$ cat src/rtl/i2s_udp_packer.sv
// Frames tlast-delimited audio byte blocks into packets with a 4-byte header
// (magic, source indices, 16-bit sequence) and a payload length cap.
module i2s_udp_packer #(
  parameter int          MAX_PAYLOAD = 1024,
  parameter logic [7:0]  MAGIC       = 8'hEA
) (
  input  logic        clk,
  input  logic        rst,
  input  logic        enable,
  input  logic [3:0]  fpga_index,
  input  logic [3:0]  i2s_index,
  input  logic        s_axis_tvalid,
  input  logic [7:0]  s_axis_tdata,
  input  logic        s_axis_tlast,
  output logic        s_axis_tready,
  output logic        m_axis_tvalid,
  output logic [7:0]  m_axis_tdata,
  output logic        m_axis_tlast,
  output logic        m_axis_tuser,
  input  logic        m_axis_tready,
  output logic [31:0] pkt_count,
  output logic [15:0] trunc_count
);

  localparam logic [16:0] MAX_LEN = 17'(MAX_PAYLOAD);

  typedef enum logic [1:0] {IDLE, HDR, PAYLOAD, DROP} state_t;

  state_t      state_q, state_d;
  logic [1:0]  hdr_cnt_q, hdr_cnt_d;
  logic [15:0] pay_cnt_q, pay_cnt_d;
  logic [7:0]  idx_q, idx_d;
  logic [15:0] seq_q, seq_d;
  logic        tvalid_q, tvalid_d;
  logic [7:0]  tdata_q, tdata_d;
  logic        tlast_q, tlast_d;
  logic        tuser_q, tuser_d;
  logic [31:0] pkt_count_q, pkt_count_d;
  logic [15:0] trunc_count_q, trunc_count_d;
  logic        load;
  logic        s_ready;
  logic        pkt_done;

  always_comb begin
    state_d       = state_q;
    hdr_cnt_d     = hdr_cnt_q;
    pay_cnt_d     = pay_cnt_q;
    idx_d         = idx_q;
    seq_d         = seq_q;
    tvalid_d      = tvalid_q;
    tdata_d       = tdata_q;
    tlast_d       = tlast_q;
    tuser_d       = tuser_q;
    pkt_count_d   = pkt_count_q;
    trunc_count_d = trunc_count_q;
    s_ready       = 1'b0;

    load     = !tvalid_q || m_axis_tready;
    pkt_done = tvalid_q && m_axis_tready && tlast_q;

    // Packet bookkeeping happens when the sink takes the tlast beat.
    if (pkt_done) begin
      pkt_count_d = pkt_count_q + 32'd1;
      seq_d       = seq_q + 16'd1;
      if (tuser_q && (trunc_count_q != 16'hFFFF)) begin
        trunc_count_d = trunc_count_q + 16'd1;
      end
    end

    // A free output slot empties unless a state below fills it.
    if (load) begin
      tvalid_d = 1'b0;
      tlast_d  = 1'b0;
      tuser_d  = 1'b0;
    end

    unique case (state_q)
      IDLE: begin
        if (s_axis_tvalid) begin
          if (enable) begin
            state_d   = HDR;
            hdr_cnt_d = 2'd0;
            idx_d     = {fpga_index, i2s_index};
          end else begin
            state_d = DROP;
          end
        end
      end
      HDR: begin
        if (load) begin
          tvalid_d  = 1'b1;
          hdr_cnt_d = hdr_cnt_q + 2'd1;
          unique case (hdr_cnt_q)
            2'd0:    tdata_d = MAGIC;
            2'd1:    tdata_d = idx_q;
            2'd2:    tdata_d = seq_q[15:8];
            default: tdata_d = seq_q[7:0];
          endcase
          if (hdr_cnt_q == 2'd3) begin
            state_d   = PAYLOAD;
            pay_cnt_d = 16'd0;
          end
        end
      end
      PAYLOAD: begin
        s_ready = load;
        if (s_axis_tvalid && load) begin
          tvalid_d  = 1'b1;
          tdata_d   = s_axis_tdata;
          pay_cnt_d = pay_cnt_q + 16'd1;
          // Input tlast wins over the cap, so a block of exactly the cap length ends normally.
          if (s_axis_tlast) begin
            tlast_d = 1'b1;
            state_d = IDLE;
          end else if (({1'b0, pay_cnt_q} + 17'd1) == MAX_LEN) begin
            tlast_d = 1'b1;
            tuser_d = 1'b1;
            state_d = DROP;
          end
        end
      end
      DROP: begin
        s_ready = 1'b1;
        if (s_axis_tvalid && s_axis_tlast) begin
          state_d = IDLE;
        end
      end
      default: state_d = IDLE;
    endcase
  end

  always_ff @(posedge clk or posedge rst) begin
    if (rst) begin
      state_q       <= IDLE;
      hdr_cnt_q     <= 2'd0;
      pay_cnt_q     <= 16'd0;
      idx_q         <= 8'd0;
      seq_q         <= 16'd0;
      tvalid_q      <= 1'b0;
      tdata_q       <= 8'd0;
      tlast_q       <= 1'b0;
      tuser_q       <= 1'b0;
      pkt_count_q   <= 32'd0;
      trunc_count_q <= 16'd0;
    end else begin
      state_q       <= state_d;
      hdr_cnt_q     <= hdr_cnt_d;
      pay_cnt_q     <= pay_cnt_d;
      idx_q         <= idx_d;
      seq_q         <= seq_d;
      tvalid_q      <= tvalid_d;
      tdata_q       <= tdata_d;
      tlast_q       <= tlast_d;
      tuser_q       <= tuser_d;
      pkt_count_q   <= pkt_count_d;
      trunc_count_q <= trunc_count_d;
    end
  end

  assign s_axis_tready = s_ready;
  assign m_axis_tvalid = tvalid_q;
  assign m_axis_tdata  = tdata_q;
  assign m_axis_tlast  = tlast_q;
  assign m_axis_tuser  = tuser_q;
  assign pkt_count     = pkt_count_q;
  assign trunc_count   = trunc_count_q;

endmodule
$ cat config.mk
export PLATFORM = sky130hd
export DESIGN_NAME = i2s_udp_packer
export DESIGN_NICKNAME = d
export VERILOG_FILES = /design/src/rtl/i2s_udp_packer.sv
export SDC_FILE = /design/constraint.sdc
export NUM_CORES = 1
export LEC_CHECK = 0
export CAP_MARGIN = 0
export CORE_MARGIN = 2
export CORE_UTILIZATION = 35
export DETAILED_ROUTE_END_ITERATION = 10
export GPL_ROUTABILITY_DRIVEN = 0
export PLACE_DENSITY_LB_ADDON = 0.08
export SLEW_MARGIN = 20
export SYNTH_ARGS = -nofsm -noshare
export SYNTH_HDL_FRONTEND = slang
export SYNTH_SLANG_ARGS = --single-unit
$ cat constraint.sdc
create_clock -name clk -period 4.4 [get_ports clk]
set_input_delay 0.88 -clock clk [delete_from_list [all_inputs] [get_ports clk]]
set_output_delay 0.88 -clock clk [all_outputs]
set_load 0.01 [all_outputs]
# --- Word-level counts from Yosys, hierarchy flattened ---
# Cells that the tools add are included.
totals:
  latch_bits: 0
  out_inout_bits: 60
  elab_cells: 85
  mem_bits_ro: 0
  input_bits: 22
  reg_bits: 103
  mem_bits_rw: 0
  memories: 0
op_classes:
  n_mux: 36
  n_lt_le_gt_ge: 0
  addsub: 6
  n_reduce_logical: 17
  n_div: 0
  bitwise_logic: 0
  shift: 0
  multipliers: 0
  n_eq_ne: 15
ops:
  columns: ["operator", "count"]
  rows:
  - ["adder 16 x 1 -> 16 bit, second input constant", 3]
  - ["two-way mux 16 bit", 3]
  - ["adder 32 x 1 -> 32 bit, second input constant", 1]
  - ["one-hot mux 16 bit (2 select lines)", 1]
  - ["one-hot mux 8 bit (3 select lines)", 1]
  - ["two-way mux 2 bit", 11]
  - ["adder 16 x 1 -> 17 bit, second input constant", 1]
  - ["== test 17 x 11 -> 1 bit, second input constant", 1]
  - ["two-way mux 8 bit", 2]
  - ["!= test 16 bit, second input constant", 1]
  - ["one-hot mux 8 bit (2 select lines)", 1]
  - ["two-way mux 1 bit", 13]
  - ["!= test 2 bit, second input constant", 6]
  - ["== test 2 bit, second input constant", 4]
  - ["one-hot mux 2 bit (4 select lines)", 1]
  - ["AND reduction 4 bit", 2]
  - ["AND reduction 3 bit", 2]
  - ["AND reduction 6 bit", 1]
  - ["logical AND 1 bit", 5]
  - ["== test 2 x 1 -> 1 bit, second input constant", 2]
  - ["logical NOT 2 bit", 2]
  - ["one-hot mux 1 bit (2 select lines)", 2]
  - ["one-hot mux 2 bit (2 select lines)", 1]
  - ["nonzero test 2 bit", 2]
  - ["5 further kinds", 5]

# --- Longest topological paths before layout ---
# Gate-level depths: netlist of run 1.
logic_depth:
  word_depth: 7
  depth_mapped: 10
  ltp_nobuf: 9

# --- Least setup slack after synthesis of run 1 ---
# OpenSTA, ideal clock, no wires.
synth_timing:
  path_type: "flip-flop to flip-flop"
  start: "reg pay_cnt_q[2]"
  end: "reg state_q[1]"
  t_required_ns: 4.272
  synth_period_minus_slack_ns: 2.294
  arrival_time_ns: 2.166
  setup_time_ns: 0.128
  stages_incl_launch_ff: 10
  path_buffers: 2
  path_slack_ns: 2.106
  cell_sequence: "dfrtp_1 buf_6 and4_4 and3_4 buf_6 or4_4 a21oi_2 nand4_2 a21oi_2 mux2_1"
synth_between:
  elab_chain_cells: 4
synth_lines:
  columns: ["item", "line_no", "text"]
  rows:
  - ["from (decl)", "31", "logic [15:0] pay_cnt_q, pay_cnt_d;"]
  - ["from (signal assigned)", "148", "pay_cnt_q <= pay_cnt_d;"]
  - ["adder 16 x 1 -> 17 bit", "115", "end else if (({1'b0, pay_cnt_q} + 17'd1) == MAX_LEN) begin"]
  - ["== test 17 x 11 -> 1 bit", "115", null]
  - ["!= test 3 bit (no source line)", null, null]
  - ["AND reduction 6 bit (no source line)", null, null]
  - ["to (signal assigned)", "146", "state_q <= state_d;"]
  - ["to (decl)", "29", "state_t state_q, state_d;"]
# No other way between the ends.
# A chain may end at the register's enable or synchronous reset.

# --- Worst setup path after layout of run 1 ---
layout_timing:
  start: "in m_axis_tready"
  end: "out s_axis_tready"
layout_between:
  elab_chain_cells: 2
layout_lines:
  columns: ["item", "line_no", "text"]
  rows:
  - ["from (decl)", "20", "input logic m_axis_tready,"]
  - ["logical OR 1 bit", "58", "load = !tvalid_q || m_axis_tready;"]
  - ["one-hot mux 1 bit (2 select lines)", "77", "unique case (state_q)"]
  - ["to (decl)", "15", "output logic s_axis_tready,"]
# No other way between the ends.

==> results.txt, run 1 <==
status -> complete, no violations
maximum fanout along the worst path -> 6
critical path class -> primary input to output port
sw power -> 1.029 mW
CTS tree -> built
Rel. slew slack -> 50.34%
most frequent cells in the layout -> dfrtp_1, clkdlybuf4s50_1, nand2_1
Cell Chain, Critical Path -> clkdlybuf4s50_1 -> nand2b_1 -> a21o_1 -> clkdlybuf4s50_1
Peak Freq -> 0.3181 GHz
Post-Synthesis Cells -> 520
metal3 WL -> 462 microns
port bufs -> 81
Die Y -> 125.6 microns
Most Frequent Cell on Critical Path -> clkdlybuf4s50_1
largest net degree at the start of global routing -> 58
Most used DFF post-synth -> dfrtp_1
DR WL/cell -> 14.79 microns
M1 wire length -> 5913 microns
Logic pwr share -> 31.2%
setup tns final -> 0 ns
Num CTS Buffers -> 9
Max VDD drop -> 247.4 uV
min cycle time layout -> 3.144 ns
Fillers -> 1400
Buf/Inv on CP -> 2
Crit path required time -> 3.52 ns
Ant. Diodes -> 0
Worst Clk Skew -> 0.009597 ns
first-pass GRT wire length -> 19890 microns
Die Wd -> 125.6 microns
H-Tree Depth -> 3
Synth area leaders -> dfrtp_1, xnor2_1, nand2_1, xor2_1, o21ai_0
RSZ-0062 raised after global routing -> no
P_int -> 1.917 mW
DRC Markers -> 0
worst reg2reg setup slack -> 1.64 ns
die area -> 15770 sq um
final hold violations -> 0
Core Area -> 14480 sq um
Layout Nets -> 631
sw frac -> 34.94%
smallest hold slack -> 0.4853 ns
cts repair resizes -> 0
Slew @ Worst Pin -> 0.7450 ns
Root Driver -> clkbuf_16
antenna violations before repair -> 0
All-Layer GR Usage -> 15.46%
FP Rows -> 44
Clk network pwr share -> 28.7%
setup bufs post-CTS -> 0
largest area contributor in the netlist -> dfrtp_1
Async SR Flop Fraction -> 100.0%
post-synthesis sequential area ratio -> 49.81%
Synth top area share -> 49.81%
Leak -> 2.806 nW
commonest non-fill, non-tap cell in the layout -> dfrtp_1
Max Transition Viols Final -> 0
GRT Residual Overflow -> 0
clock-pin slew on the worst setup and hold paths -> 0.07 ns
WL final -> 11610 microns
cell family with most CP delay -> buffers and inverters
WP data arrival -> 2.26 ns
Slowest-stage cell, CP -> clkdlybuf4s50_1
number of global-route vias before repair -> 3925
Distinct cells, synth -> 46
vias per cell -> 5.075
share of cells above drive strength 1 -> 6.656%
Ys Warns -> 0
drt pass-1 iters -> 4
Setup WS post-layout -> 1.256 ns
FF+latch count, synth -> 103
synth-to-layout area growth -> 24.88%
final setup vio count -> 0
initial core utilization -> 35.74%
met2 WL -> 5007 microns
Post-synth EDFFs -> 0
Flop pwr share -> 40.1%
Routed Antenna Nets -> 0
min-delay worst type -> flop to flop
syn nets -> 555
pre-CTS setup slack -> 1.255 ns
crit start category -> primary input
Final period util -> 71.45%
Skew-Pair Late Insertion Delay -> 0.36 ns
crit end category -> output port
critical path's largest stage delay -> 0.54 ns
cell area power density -> 455.9 nW/um^2
CTS max path bufs -> 2
detailed placer's ending HPWL -> 8315 microns
Post-CTS Hold Buffers -> 0
Mapped Area -> 5175 sq um
DR vias -> 3984
DRT iter0 DRCs -> 145
DR top layer -> met4
Max-Cap Viols -> 0
Avg Cell Area, Syn -> 9.952 sq um
clock sink total -> 103
# IOs -> 82
-- registers in the layout, indices dropped and copies added, names as in the netlist, 2 cells and up --
name and count:
hdr_cnt_q 2, idx_q 8, m_axis_tdata 8, pay_cnt_q 16, pkt_count 32, seq_q 16, state_q 2, trunc_count 16
-- worst register-to-register path, stage by stage, from the launching register on --
cell and delay (ns):
dfrtp_1 0.42, inv_1 0.10, ha_1 0.64, inv_1 0.58, o21ai_0 0.21, nand2_1 0.07, nand2_1 0.43, o21ai_0 0.18
-- worst paths after layout --
kind / start / end / cells past startpoint
worst min register to register: m_axis_tdata[2] / m_axis_tdata[2] / 2
worst min-delay path: m_axis_tdata[2] / m_axis_tdata[2] / 2
worst max-delay path: m_axis_tready / s_axis_tready / 4
min in group asynchronous: rst / pay_cnt_q[15] / 2
worst max register to register: state_q[0] / m_axis_tdata[4] / 7
max in group asynchronous: rst / pkt_count[6] / 3
-- metrics by stage --
| stage | power, mW | cell area, sq um | util, % | instances |
|---|---|---|---|---|
| 2_1_floorplan | 1.798 | 5175 | - | 520 |
| 3_3_place_gp | 2.107 | 6151 | 42.48 | 769 |
| 3_5_place_dp | 2.125 | 6151 | 42.48 | 769 |
| 4_1_cts | 2.982 | 6462 | 44.63 | 785 |
| 5_1_grt | 3.156 | 6462 | 44.63 | 785 |
| 6_report | 2.946 | 6462 | 44.63 | 785 |
-- power groups by stage --
stage | logic (mW) | clock network (mW) | registers (mW)
after CTS | 0.929 | 0.872 | 1.18
after global placement | 0.912 | 0 | 1.19
after global routing | 1.04 | 0.911 | 1.20
after floorplan | 0.611 | 0 | 1.19
final | 0.920 | 0.845 | 1.18
after detailed placement | 0.926 | 0 | 1.20
-- cell usage after synthesis, types with 2 or more instances --
master,count
inv_1,12
and4_1,4
a21oi_2,2
ha_1,13
nor2b_1,3
mux2_2,12
xnor2_1,42
nand2_1,68
dfrtp_1,103
clkbuf_1,12
buf_1,2
nor2_1,39
and2_1,5
a21oi_1,21
and3_1,13
o21ai_0,34
nand4_1,23
mux2i_1,9
buf_6,2
a21boi_0,2
buf_2,3
a22oi_1,4
o31ai_1,8
and2_0,2
nor3_1,8
a221o_1,5
a31oi_1,2
nand3_1,26
nand2b_1,4
xor2_1,21
-- cell families (layout without fill, tap and decap cells) --
logic type	Yosys count	after routing	synth area share (%)
mux	22	22	4.570
buf+inv	31	112	2.611
fa+ha+maj	13	13	3.143
flops	103	103	49.81
simple gates	203	203	19.22
compound gates	85	85	9.986
xor+xnor	63	63	10.66
-- layer usage --
metal / up-vias / GRT usage [%]
met5: - / 0
met4: 0 / 6.667
met3: 11 / 2.739
met2: 83 / 23.21
met1: 1924 / 21.95
li1: 1966 / -
-- area by class of cell --
type                    count  area, sq um  area share [%]
flip-flops and latches    103         2577           39.88
repair buffers             84        833.3           12.89
well taps                 184        230.2           3.562
inverters                  12        47.55          0.7357
clock inverters             6        72.57           1.123
clock buffers              10        239.0           3.698
multi-input cells         386         2462           38.10
No activity file was read; power rests on OpenSTA's default activity.
==> inputs of run 2 (changes only) <==
==> constraint.sdc (replaced) <==
create_clock -name clk -period 2.6 [get_ports clk]
set_input_delay 0.52 -clock clk [delete_from_list [all_inputs] [get_ports clk]]
set_output_delay 0.52 -clock clk [all_outputs]
set_load 0.01 [all_outputs]
==> results.txt, run 2 (synthesized netlist as in run 1, its figures left out) <==
detailed placer's ending HPWL -> 8388 microns
Util after Layout -> 45.99%
All-Layer GR Usage -> 15.37%
Rel. slew slack -> 59.69%
die area -> 15770 sq um
RSZ-0062 raised after global routing -> no
WL final -> 11610 microns
FP Rows -> 44
dpl cells -> 792
FF-to-FF Start -> pay_cnt_q[1]
Setup WS post-layout -> 0.1642 ns
drt pass-1 iters -> 4
Slew @ Worst Pin -> 0.6047 ns
commonest non-fill, non-tap cell in the layout -> dfrtp_1
Peak Freq -> 0.4105 GHz
DRT iter0 DRCs -> 185
R2R Path End -> state_q[1]
worst reg2reg setup slack -> 0.22 ns
first-pass GRT wire length -> 19790 microns
Worst Clk Skew -> 0.01200 ns
Root Driver -> clkbuf_16
setup tns final -> 0 ns
clock sink total -> 103
port bufs -> 81
Crit path required time -> 2.08 ns
setup bufs post-CTS -> 0
antenna violations before repair -> 0
status -> complete, no violations
DR WL/cell -> 14.37 microns
critical path class -> primary input to output port
Non-Filler Instances -> 808
Max-Cap Viols -> 0
synth-to-layout area growth -> 28.68%
GRT Residual Overflow -> 0
cell area power density -> 770.2 nW/um^2
crit end category -> output port
cts repair resizes -> 0
Max Transition Viols Final -> 0
WP data arrival -> 1.92 ns
most frequent cells in the layout -> dfrtp_1, clkdlybuf4s50_1, nand2_1
Post-CTS Hold Buffers -> 0
hold wc startpoint -> pkt_count[31]
Final period util -> 93.69%
Die Y -> 125.6 microns
Skew-Pair Late Insertion Delay -> 0.35 ns
largest net degree at the start of global routing -> 104
maximum fanout along the worst path -> 6
Fillers -> 1389
final setup vio count -> 0
initial core utilization -> 35.74%
Ant. Diodes -> 0
Layout Nets -> 654
crit start category -> primary input
H-Tree Depth -> 3
# IOs -> 82
min-delay worst type -> flop to flop
pre-CTS setup slack -> 0.09345 ns
Max VDD drop -> 426.6 uV
CTS tree -> built
Routed Antenna Nets -> 0
Min-Delay Path Depth -> 1
Num CTS Buffers -> 9
CTS max path bufs -> 2
DRC Markers -> 0
share of cells above drive strength 1 -> 9.936%
vias per cell -> 5.040
DR vias -> 4072
min cycle time layout -> 2.436 ns
Core Area -> 14480 sq um
Die Wd -> 125.6 microns
number of global-route vias before repair -> 3960
Reg2Reg Depth -> 8
clock-pin slew on the worst setup and hold paths -> 0.07 ns
final hold violations -> 0
Leak -> 2.930 nW
Hold Path End -> pkt_count[31]
max FFs per register -> 32
[run 2: cell count changes in the layout (fill, tap and decap cells not counted), sizes merged]
| cell | previous run | this run |
|---|---|---|
| clkbuf | 10 | 11 |
| bufinv | 1 | 2 |
| inv | 15 | 12 |
| buf | 3 | 26 |
| clkinv | 1 | 2 |
[run 2: power breakdown]
part | internal [mW] | switching, mW
clock network | 0.871 | 0.602
registers | 1.82 | 0.166
logic | 0.738 | 0.934
total | 3.43 | 1.70
[run 2: worst max path at each step]
stage                   from       endpoint  slack, ns  cells after the start
4_1_cts           state_q[0]  s_axis_tready       0.16                      4
5_1_grt         pay_cnt_q[1]     state_q[1]       0.06                      8
6_report       m_axis_tready  s_axis_tready       0.16                      4
2_1_floorplan   pay_cnt_q[2]     state_q[1]       0.31                      9
3_3_place_gp   m_axis_tready  pkt_count[31]       0.11                      8
3_5_place_dp   m_axis_tready  pkt_count[31]       0.09                      8
[run 2: worst max-delay path, stage by stage]
cell and delay, ns:
clkdlybuf4s50_1 0.49, nand2b_1 0.22, a21o_1 0.16, clkdlybuf4s50_1 0.53
[run 2: per-layer routing]
metal | share of wire [%] | vias up | global-route usage (%)
li1 | - | 2005 | -
met1 | 50 | 1953 | 21.82
met2 | 44 | 98 | 23.50
met3 | 4.4 | 16 | 2.567
met4 | 2.0 | 0 | 6.013
met5 | 0 | - | 0
[run 2: layout make-up]
type	instances	area, sq um	area share (%)
clock buffers	11	242.7	3.645
clock inverters	5	78.83	1.184
inverters	12	48.80	0.7328
multi-input cells	386	2462	36.98
flip-flops and latches	103	2577	38.71
well taps	184	230.2	3.457
repair buffers	107	1018	15.30
[run 2: stage by stage]
step                      cell area, sq um  hold slack (ns)  total power [mW]
after global placement                6337           0.4662             3.687
after CTS                             6659           0.4826             5.213
after detailed placement              6337           0.4677             3.719
final                                 6659           0.4751             5.129
after global routing                  6659           0.4992             5.490
after floorplan                       5179           0.4458             3.043
==> RTL edit 1, RTL diff (flow settings as in run 2) <==
Set the parameter `MAX_PAYLOAD` to 512 (it was 1024).
--- a/src/rtl/i2s_udp_packer.sv
+++ b/src/rtl/i2s_udp_packer.sv
@@ -2,5 +2,5 @@
 // (magic, source indices, 16-bit sequence) and a payload length cap.
 module i2s_udp_packer #(
-  parameter int          MAX_PAYLOAD = 1024,
+  parameter int          MAX_PAYLOAD = 512,
   parameter logic [7:0]  MAGIC       = 8'hEA
 ) (
Behaviour: same outputs for any inputs over 10 cycles, from zero or initial values and one cycle with rst high; that may be too few to reach the edited logic, so the function may still have changed.
==> RTL edit 1 against run 2 <==
Total power down 0.68%. Area after synthesis up 0.70%. Clock power down 9%. Final area up 0.47%. Worst hold slack worse by 0.0081 ns. Clock skew down 0.0066 ns. Sequential cell count unchanged. Critical path depth unchanged. Global-route usage up 0.42 points. Routed wire length up 2.7%. Setup slack better by 0.072 ns. Critical path type unchanged. Largest power group unchanged.
==> RTL edit 1: results <==
{
  "fin_skew_ns": 0.005446,
  "drtIter0Drc": 251,
  "worstReg2RegStart": "pay_cnt_q[2]$_DFFE_PP0P_",
  "synth_nets": 547,
  "final_net_count": 651,
  "dpl_worst_slack_ns": 0.09319,
  "placed_cell_area_um2": 6409,
  "wl_met3_um": 500,
  "grt_pass1_vias": 4081,
  "dp_hpwl_um": 8773,
  "yosys-top-cells-count": "dfrtp_1, nand2_1, xnor2_1",
  "met2WireLength_um": 5364,
  "dr.pass1.iters": 5,
  "outcome": "completed",
  "cts_made_buffers": 9,
  "cts_resized": 0,
  "synth_cell_type_count": 54,
  "cp_max_fo": 4,
  "ys_seq_area_frac": 0.4946,
  "p_leak_nw": 2.942,
  "rr_worst_depth": 7,
  "ir_worst_vdd_v": 0.0006107,
  "slew_headroom": 0.7037,
  "r2r_slack_ns": 0.33,
  "drt-met1-wl_um": 5927,
  "drive_gt1_frac": 0.1081,
  "synth_area_leaders": "dfrtp_1, xnor2_1, nand2_1",
  "grt.total_usage": 0.1578,
  "grt_max_degree": 60
}
## RTL edit 1: where the power goes
part           switching [W]  total [W]  leakage (nW)  internal [W]
combinational       0.000970    0.00176          1.43      0.000795
sequential          0.000173    0.00199          1.39       0.00182
clock               0.000593    0.00134         0.129      0.000743
total                0.00174    0.00509          2.94       0.00336
## RTL edit 1: logic make-up (layout without fill, tap and decap cells)
kind of cell | Yosys count | count (layout) | synth area share
AO/OA/AOI/OAI | 78 | 78 | 0.09676
XOR/XNOR | 64 | 64 | 0.1076
adder cells (fa/ha/maj) | 13 | 13 | 0.03121
buffers and inverters | 30 | 138 | 0.02497
flip-flops | 103 | 103 | 0.4946
multiplexers | 20 | 20 | 0.04130
AND/OR/NAND/NOR | 204 | 204 | 0.2036
## RTL edit 1: layout make-up
cell class	count	area [µm²]
Fill cell	1384	7844
Sequential cell	103	2577
Multi-Input combinational cell	379	2504
Timing Repair Buffer	111	1049
Clock buffer	12	236.5
Tap cell	184	230.2
Inverter	12	48.80
Clock inverter	3	45.04
## RTL edit 1: worst max path at each step
stage	cells after the start	end	slack [ns]
3_3_place_gp	8	pkt_count[28]$_DFFE_PP0P_	0.13
4_1_cts	4	s_axis_tready	0.23
3_5_place_dp	8	pkt_count[28]$_DFFE_PP0P_	0.09
2_1_floorplan	9	state_q[1]$_DFFE_PP0P_	0.32
5_1_grt	4	s_axis_tready	0.17
6_report	4	s_axis_tready	0.24
## RTL edit 1: stage by stage
| step | total power, W | hold WS [ns] | cells |
|---|---|---|---|
| 2_1_floorplan | 0.003084 | 0.4458 | 512 |
| 3_3_place_gp | 0.003768 | 0.4625 | 789 |
| 3_5_place_dp | 0.003802 | 0.4654 | 789 |
| 4_1_cts | 0.005174 | 0.4756 | 804 |
| 5_1_grt | 0.005467 | 0.4981 | 804 |
| 6_report | 0.005094 | 0.4670 | 804 |
## RTL edit 1: layer usage
| layer | vias up | global-route usage |
|---|---|---|
| met4 | 0 | 0.03943 |
| li1 | 1989 | - |
| met5 | - | 0 |
| met1 | 1932 | 0.2209 |
| met3 | 13 | 0.04588 |
| met2 | 85 | 0.2419 |
==> RTL edit 2, RTL diff (config.mk and constraints of run 2) <==
Made on the original files. `tdata_q` no longer has a reset.
--- a/src/rtl/i2s_udp_packer.sv
+++ b/src/rtl/i2s_udp_packer.sv
@@ -138,5 +138,4 @@
       seq_q         <= 16'd0;
       tvalid_q      <= 1'b0;
-      tdata_q       <= 8'd0;
       tlast_q       <= 1'b0;
       tuser_q       <= 1'b0;
@@ -150,5 +149,4 @@
       seq_q         <= seq_d;
       tvalid_q      <= tvalid_d;
-      tdata_q       <= tdata_d;
       tlast_q       <= tlast_d;
       tuser_q       <= tuser_d;
@@ -156,4 +154,8 @@
       trunc_count_q <= trunc_count_d;
     end
+  end
+
+  always_ff @(posedge clk) begin
+    tdata_q <= tdata_d;
   end
 
Function: differs if rst is asserted again (counterexample within 4 cycles, from zero or initial values and one cycle with rst high); with rst held inactive, the same outputs for 10 cycles.
==> RTL edit 2 against run 2 <==
Die area rose by 1.3%. Setup slack got worse by 0.059 ns. Core utilization down 0.46 points. Synthesized cell count fell by 2.1%. Count of clock-buffer cells in the layout is 2 higher. Final area decreased by 0.24%. Total power is 2.2% lower. Sequential share of layout area grew 0.70 points. Area after synthesis grew 1.3%. Sequential cell count unchanged. Routed wire length increased by 2.2%. Critical path type unchanged. Largest cell class unchanged. Largest power group unchanged.
==> RTL edit 2: results <==
{
  "wl_per_cell_um": 15.01,
  "p_per_area_nw_per_um2": 755.3,
  "post_drt_via_cell_ratio": 5.128,
  "yosys-top-cells-count": "dfrtp_1, nand2_1, xnor2_1",
  "grt_max_degree": 96,
  "critPathArrivalTime_ns": 1.97,
  "synth_area_leaders": "dfrtp_1, xnor2_1, nand2_1",
  "fillers": 1379,
  "ir_worst_vdd_v": 0.0005013,
  "gr-usage-met3": 0.02868,
  "grt.total_usage": 0.1568,
  "dp_cells": 776,
  "r2r_end": "state_q[0]$_DFFE_PP0P_",
  "drive_gt1_frac": 0.09390,
  "grt_pass1_wl_um": 20200,
  "final_net_count": 638,
  "async_flop_share": 0.9223,
  "use_met1": 0.2212,
  "tightest_slew_ns": 0.7851,
  "r2r_slack_ns": 0.39,
  "synth_edf_count": 8,
  "p_leak_nw": 2.846,
  "synth_nets": 544,
  "hold_start": "seq_q[15]$_DFFE_PP0P_",
  "ys_seq_area_frac": 0.4993,
  "period_share": 0.9595,
  "dpl_worst_slack_ns": 0.01311,
  "outcome": "completed"
}
RTL edit 2: cell types whose count changed after synthesis, moves of 4 or more:
cell      delta
edfxtp_1     +8
a22o_1       +5
nor4_1       +4
a21oi_1      -5
and2_1       -5
o21ai_0      -9
nor2_1       -7
nand3_1      +4
nand4_1      -7
dfrtp_1      -8
RTL edit 2: metal layers:
| metal | routed length (µm) | vias to the layer above |
|---|---|---|
| li1 | - | 1981 |
| met3 | 582 | 13 |
| met2 | 5273 | 86 |
| met5 | 0 | - |
| met4 | 174 | 0 |
| met1 | 5843 | 1976 |
RTL edit 2: worst max-delay path, stage by stage:
cell,delay (ns)
clkdlybuf4s50_1,0.48
nand2b_1,0.28
a21o_1,0.16
clkdlybuf4s50_1,0.53
RTL edit 2: timing repair:
action | 4_1_cts | 5_1_grt
gates resized for setup | 0 | 1
buffers inserted | 0 | 0
setup endpoints to repair | 0 | 1
endpoints found under the hold margin | 0 | 0
RTL edit 2: layout make-up:
type | count | area (µm²) | area share
timing repair buffer | 102 | 980.9 | 0.1477
sequential | 103 | 2618 | 0.3940
tap | 184 | 230.2 | 0.03466
inverter | 14 | 56.30 | 0.008476
clock inverter | 2 | 10.01 | 0.001507
multi-input combinational | 373 | 2497 | 0.3760
clock buffer | 13 | 250.2 | 0.03767
RTL edit 2: kinds of logic after synthesis:
family,synth area share
and+or+nand+nor,0.1943
adders and majority gates,0.03103
DFF,0.4993
buffers and inverters,0.02482
AOI/OAI and AO/OA,0.1012
muxes,0.03914
xor gates and xnor gates,0.1103
RTL edit 2: report_power, final:
group          switching, W  internal [W]  total [W]
registers          0.000208       0.00191    0.00212
logic              0.000924      0.000738    0.00166
clock network      0.000567      0.000669    0.00124
total               0.00170       0.00332    0.00502
